$ cat config.mk
export PLATFORM = sky130hd
export DESIGN_NAME = regfile_cmd_master
export DESIGN_NICKNAME = d
export VERILOG_FILES = /design/src/rtl/regfile_cmd_master_pkg.sv /design/src/rtl/regfile_cmd_master.sv
export SDC_FILE = /design/constraint.sdc
export NUM_CORES = 1
export LEC_CHECK = 0
export ABC_CLOCK_PERIOD_IN_PS = 2300
export CAP_MARGIN = 20
export CORE_AREA = 2 2 120 122
export CTS_BUF_LIST = sky130_fd_sc_hd__clkbuf_4 sky130_fd_sc_hd__clkbuf_8
export DETAILED_ROUTE_END_ITERATION = 16
export DIE_AREA = 0 0 122 124
export DONT_BUFFER_PORTS = 1
export GPL_TIMING_DRIVEN = 1
export SLEW_MARGIN = 25
export SYNTH_ARGS = -nofsm -noshare
export SYNTH_HDL_FRONTEND = slang
export SYNTH_SLANG_ARGS = --single-unit
$ cat constraint.sdc
create_clock -name clk -period 2.3 [get_ports clk]
set_input_delay 0.23 -clock clk [delete_from_list [all_inputs] [get_ports clk]]
set_output_delay 0.23 -clock clk [all_outputs]
set_load 0.03 [all_outputs]
$ cat src/rtl/regfile_cmd_master_pkg.sv
// Shared definitions for the register-file command master: default widths,
// command opcodes and the sequencer state encoding.
package regfile_cmd_master_pkg;

   localparam int DATA_W_DEF = 32;
   localparam int ADDR_W_DEF = 5;

   // Command opcodes as presented on cmd_op
   typedef enum logic [1:0] {
      OP_WRITE = 2'b00,
      OP_READ2 = 2'b01,
      OP_COPY  = 2'b10,
      OP_SWAP  = 2'b11
   } cmd_op_e;

   // Sequencer states; every state other than ST_IDLE means a command is in flight
   typedef enum logic [2:0] {
      ST_IDLE   = 3'd0,
      ST_WR     = 3'd1,
      ST_RD     = 3'd2,
      ST_CP_WR  = 3'd3,
      ST_SW_WR1 = 3'd4,
      ST_SW_WR2 = 3'd5,
      ST_RESP   = 3'd6
   } state_e;

   // Where a command goes once its source operands have been read
   function automatic state_e after_read_state(input cmd_op_e op);
      state_e nxt;
      case (op)
         OP_READ2: nxt = ST_RESP;
         OP_COPY:  nxt = ST_CP_WR;
         OP_SWAP:  nxt = ST_SW_WR1;
         default:  nxt = ST_IDLE;
      endcase
      return nxt;
   endfunction

   // WRITE needs no read phase; everything else reads first
   function automatic state_e accept_state(input cmd_op_e op);
      return (op == OP_WRITE) ? ST_WR : ST_RD;
   endfunction

endpackage

$ cat src/rtl/regfile_cmd_master.sv
// Register-file command master. Accepts one WRITE/READ2/COPY/SWAP command at
// a time and sequences it into register-file port cycles. All rf_* and rsp_*
// outputs come straight from flops; their next values are derived from the
// next state so that each port cycle lines up exactly with its FSM state.
module regfile_cmd_master
   import regfile_cmd_master_pkg::*;
#(
   parameter int DATA_W = DATA_W_DEF,
   parameter int ADDR_W = ADDR_W_DEF
) (
   input  logic              clk,
   input  logic              reset,
   input  logic              cmd_valid,
   output logic              cmd_ready,
   input  logic [1:0]        cmd_op,
   input  logic [ADDR_W-1:0] cmd_rd,
   input  logic [ADDR_W-1:0] cmd_rs1,
   input  logic [ADDR_W-1:0] cmd_rs2,
   input  logic [DATA_W-1:0] cmd_wdata,
   output logic              rsp_valid,
   input  logic              rsp_ready,
   output logic [DATA_W-1:0] rsp_data1,
   output logic [DATA_W-1:0] rsp_data2,
   output logic              rf_regWrite,
   output logic [ADDR_W-1:0] rf_writeReg,
   output logic [DATA_W-1:0] rf_writeData,
   output logic [ADDR_W-1:0] rf_readReg1,
   output logic [ADDR_W-1:0] rf_readReg2,
   input  logic [DATA_W-1:0] rf_readData1,
   input  logic [DATA_W-1:0] rf_readData2,
   output logic              busy
);

   state_e              state_q, state_d;

   // Latched command fields
   cmd_op_e             op_q, op_d;
   logic [ADDR_W-1:0]   rd_q, rd_d;
   logic [ADDR_W-1:0]   rs1_q, rs1_d;
   logic [ADDR_W-1:0]   rs2_q, rs2_d;
   logic [DATA_W-1:0]   wval_q, wval_d;

   // Operand values captured at the end of the read cycle
   logic [DATA_W-1:0]   data1_q, data1_d;
   logic [DATA_W-1:0]   data2_q, data2_d;

   // Registered port outputs
   logic                we_q, we_d;
   logic [ADDR_W-1:0]   wreg_q, wreg_d;
   logic [DATA_W-1:0]   wdata_q, wdata_d;
   logic [ADDR_W-1:0]   rreg1_q, rreg1_d;
   logic [ADDR_W-1:0]   rreg2_q, rreg2_d;
   logic                rsp_valid_q, rsp_valid_d;

   // Only IDLE accepts, and never while reset is held
   assign cmd_ready = (state_q == ST_IDLE) && reset;
   assign busy      = (state_q != ST_IDLE);

   assign rsp_valid    = rsp_valid_q;
   assign rsp_data1    = data1_q;
   assign rsp_data2    = data2_q;
   assign rf_regWrite  = we_q;
   assign rf_writeReg  = wreg_q;
   assign rf_writeData = wdata_q;
   assign rf_readReg1  = rreg1_q;
   assign rf_readReg2  = rreg2_q;

   // Next-state, command latching and next values of the registered outputs
   always_comb begin
      state_d     = state_q;
      op_d        = op_q;
      rd_d        = rd_q;
      rs1_d       = rs1_q;
      rs2_d       = rs2_q;
      wval_d      = wval_q;
      data1_d     = data1_q;
      data2_d     = data2_q;
      we_d        = 1'b0;
      wreg_d      = '0;
      wdata_d     = '0;
      rreg1_d     = rreg1_q;
      rreg2_d     = rreg2_q;
      rsp_valid_d = 1'b0;

      case (state_q)
         ST_IDLE: begin
            if (cmd_valid && cmd_ready) begin
               op_d    = cmd_op_e'(cmd_op);
               rd_d    = cmd_rd;
               rs1_d   = cmd_rs1;
               rs2_d   = cmd_rs2;
               wval_d  = cmd_wdata;
               state_d = accept_state(cmd_op_e'(cmd_op));
            end
         end
         ST_WR:     state_d = ST_IDLE;
         ST_RD: begin
            // Read data is combinational from the indices driven this cycle
            data1_d = rf_readData1;
            data2_d = rf_readData2;
            state_d = after_read_state(op_q);
         end
         ST_CP_WR:  state_d = ST_IDLE;
         ST_SW_WR1: state_d = ST_SW_WR2;
         ST_SW_WR2: state_d = ST_IDLE;
         ST_RESP: begin
            if (rsp_ready) begin
               state_d = ST_IDLE;
            end
         end
         default:   state_d = ST_IDLE;
      endcase

      // Port values for the cycle spent in state_d. The _d field copies are
      // used because fields and operands may be updating on this same edge.
      case (state_d)
         ST_WR: begin
            we_d    = 1'b1;
            wreg_d  = rd_d;
            wdata_d = wval_d;
         end
         ST_RD: begin
            rreg1_d = rs1_d;
            rreg2_d = rs2_d;
         end
         ST_CP_WR: begin
            we_d    = 1'b1;
            wreg_d  = rd_d;
            wdata_d = data1_d;
         end
         ST_SW_WR1: begin
            we_d    = 1'b1;
            wreg_d  = rs1_d;
            wdata_d = data2_d;
         end
         ST_SW_WR2: begin
            we_d    = 1'b1;
            wreg_d  = rs2_d;
            wdata_d = data1_d;
         end
         ST_RESP:   rsp_valid_d = 1'b1;
         default:   ;
      endcase
   end

   // State, command fields and output registers; reset aborts any command
   always_ff @(posedge clk) begin
      if (!reset) begin
         state_q     <= ST_IDLE;
         op_q        <= OP_WRITE;
         rd_q        <= '0;
         rs1_q       <= '0;
         rs2_q       <= '0;
         wval_q      <= '0;
         data1_q     <= '0;
         data2_q     <= '0;
         we_q        <= 1'b0;
         wreg_q      <= '0;
         wdata_q     <= '0;
         rreg1_q     <= '0;
         rreg2_q     <= '0;
         rsp_valid_q <= 1'b0;
      end else begin
         state_q     <= state_d;
         op_q        <= op_d;
         rd_q        <= rd_d;
         rs1_q       <= rs1_d;
         rs2_q       <= rs2_d;
         wval_q      <= wval_d;
         data1_q     <= data1_d;
         data2_q     <= data2_d;
         we_q        <= we_d;
         wreg_q      <= wreg_d;
         wdata_q     <= wdata_d;
         rreg1_q     <= rreg1_d;
         rreg2_q     <= rreg2_d;
         rsp_valid_q <= rsp_valid_d;
      end
   end

endmodule

==> results.cfg <==
[setup_path]
worst_setup_path_end_kind = register
crit_family = simple AND/OR/NAND/NOR gates
crit_type = register to register
worst-path-max-fanout = 19
max_stage_delay_ps = 530
crit_arrival_ps = 2620
crit_chain = nor3b_4 > buf_4 > a32oi_1 > or3_4 > buf_8 > o22a_1 > o22ai_1
worstPathBufferInverterCount = 2
critPathRequiredTime_ps = 2680
cp-start-kind = register
worst_path_max_delay_cell = dfxtp_1

[logic_synthesis]
avgSynthCellArea_sq_um = 10.2
synth-seq-cells = 165
synth_fp_nets = 720
synthCells = 599
synth-main-ff-cell = dfxtp_1
ys_types = 38
synthXorXnorAreaFrac_pct = 0
ys_seq_area_share_pct = 53.9
synth_top_family_by_area = multiplexers
synthesis.area_sq_um = 6130
synth-compound-area-share_pct = 11.8
yosys-top-cells-count = dfxtp_1 (165), nor2_1 (102), mux2i_1 (96), nand2_1 (41)
yosys.area.top_type_share_pct = 53.9
synthAdderAreaFrac_pct = 0.817
yosysTopAreaCell = dfxtp_1
synth_simple_gate_area_share_pct = 11.9
yosysMostFrequentCell = dfxtp_1
synth_edf_count = 0
ys_warn_count = 0
ys_top_cells_by_area = dfxtp_1 (54%), mux2i_1 (16%), nor2_1 (6.2%), o22a_1 (4.6%), o22ai_1 (3.3%)
synth_mux_area_share_pct = 18.4
async_flop_share_pct = 0

[clock_tree]
cts.path.max_buffers = 2
cts.sinks = 165
cts_max_level = 4
tritoncts = done
clkTransAtPathRegs_ps = 90
cts_made_buffers = 17
cts_root_buf = clkbuf_8
worstSkewPairLatency_ps = 450

[die]
core_area_sq_um = 13700
die_area_sq_um = 15100
dieHeight_microns = 124
ios = 232
rows = 43
die_x_microns = 122
initial_core_util_pct = 44.7

[flow_run]
drv_cap = 0

[power]
ir_worst_vdd_mv = 0.436
cellLeakagePower_nw = 3.15
p_per_area_nw_per_um2 = 752

[routing]
wire_per_inst_microns = 19.9
routed_wl_mm = 18.1
drtAntennaViolNets = 0
drtPass1Iterations = 4
drc = 0
vias_per_cell = 5.43
dr_total_vias = 4942
drt_iter0_markers = 274

[timing]
hold_viol = 0
holdWs_ps = 35.3
setup-violations-final = 0
finClkSkew_ps = 12.9
period_minus_slack_ps = 2250
max_slew.worst_pin.slew_ps = 649
setup_tns_ps = 0
report.final.slew_viol_count = 0
period_share_pct = 97.6
worst_slack_ps = 54.8
relSlewSlack_pct = 56.6
clock.fmax_ghz = 0.445

[finish]
fin_cells = 910
layout-drive-gt1-share_pct = 12.5
layout.nets = 837
final_area_sq_um = 8150
area_delta_synth_final_pct = 32.9

[place]
io_buffers = 0
dp.cells = 758
gp_congestion = 0.851
dpl.hpwl_mm = 10.9
place_area_sq_um = 6420
pre_cts_ws_ps = -84.3

[global_route]
grt_pass1_vias = 5095
grt_start_max_net_pins = 67
antenna_found_initial = 1
grt_overflow = 0
track_usage_pct = 23.6
grt_pass1_wl_mm = 27.1

[min_path]
min_path_type = input port to register

[status]
status = complete, no violations
==> path summary, 6_finish.rpt <==
| path | from | end | slack (ps) | cells past startpoint |
|---|---|---|---|---|
| max | state_q[1]$_SDFF_PN0_ | rf_writeData[20]$_SDFF_PN0_ | 50 | 7 |
| max reg2reg | state_q[1]$_SDFF_PN0_ | rf_writeData[20]$_SDFF_PN0_ | 50 | 7 |
| min | reset | rf_readReg2[0]$_SDFFE_PN0N_ | 40 | 2 |
| min reg2reg | rd_q[1]$_SDFF_PN0_ | rd_q[1]$_SDFF_PN0_ | 460 | 2 |
==> what timing repair did <==
item                                    CTS  global route
cloned                                    2             0
gates resized for setup                   6            10
endpoints found under the hold margin   121             0
endpoints found under the setup margin   32            32
setup buffers                             0             3
hold buffers                            114             0
pin swaps                                 2             1
==> flip-flops by register name, summed over array words and instances (netlist names) <==
register	count
rsp_valid	1
state_q	3
rs2_q	5
rsp_data2	32
rd_q	5
rs1_q	5
rf_readReg2	5
rf_readReg1	5
rf_writeData	32
rf_regWrite	1
op_q	2
rf_writeReg	5
wval_q	32
rsp_data1	32
==> metrics by stage <==
stage,power (mW),utilization (%)
after global routing,6.33,59.4
after floorplan,3.45,-
after detailed placement,3.57,46.8
after global placement,3.56,46.8
final,6.12,59.4
after CTS,6.14,58.8
==> where the power goes <==
| group | internal [mW] | leakage [nW] | total [mW] | switching, mW |
|---|---|---|---|---|
| registers | 2.95 | 1.34 | 3.09 | 0.147 |
| logic | 0.299 | 1.57 | 0.592 | 0.294 |
| clock network | 1.37 | 0.240 | 2.44 | 1.07 |
| total | 4.61 | 3.15 | 6.12 | 1.51 |
==> layer usage <==
layer  share of wire (%)  global-route usage, %  vias to the layer above
met4                 2.2                   9.84                        0
met2                  50                   41.1                      196
li1                    -                      -                     2335
met1                  41                   27.5                     2378
met5                   0                      0                        -
met3                 6.5                   6.55                       33
==> placed cells by master, fill, tap and decap left out, types with 4 or more instances in the layout <==
cell / netlist / final
mux2i_1: 96 / 96
o22a_1: 32 / 32
and2_1: 10 / 11
clkinv_2: 0 / 4
ha_1: 4 / 4
o21ai_4: 0 / 4
buf_4: 0 / 17
bufinv_16: 0 / 5
nand2_1: 41 / 40
dlygate4sd3_1: 0 / 114
o21ai_0: 6 / 6
mux2_2: 15 / 15
clkbuf_8: 0 / 19
dfxtp_1: 165 / 163
a22oi_1: 5 / 5
buf_12: 0 / 5
o22ai_1: 32 / 32
a21oi_1: 18 / 18
nor2_1: 102 / 102
==> cell families (layout without fill, tap and decap cells) <==
kind of cell,Yosys count,after routing
flip-flops,165,165
adder cells (fa/ha/maj),4,4
multiplexers,111,111
other,0,1
AO/OA/AOI/OAI,104,106
AND/OR/NAND/NOR,168,168
buffers and inverters,47,175
==> layout make-up <==
| cell class | count | area [sq um] |
|---|---|---|
| diodes | 1 | 2.50 |
| clock buffers | 20 | 269 |
| clock inverters | 12 | 200 |
| fillers | 1150 | 5570 |
| inverters | 4 | 16.3 |
| multi-input cells | 389 | 2720 |
| flip-flops and latches | 165 | 3310 |
| well taps | 180 | 225 |
| repair buffers | 139 | 1410 |
Power figures use the tool's default switching activity.
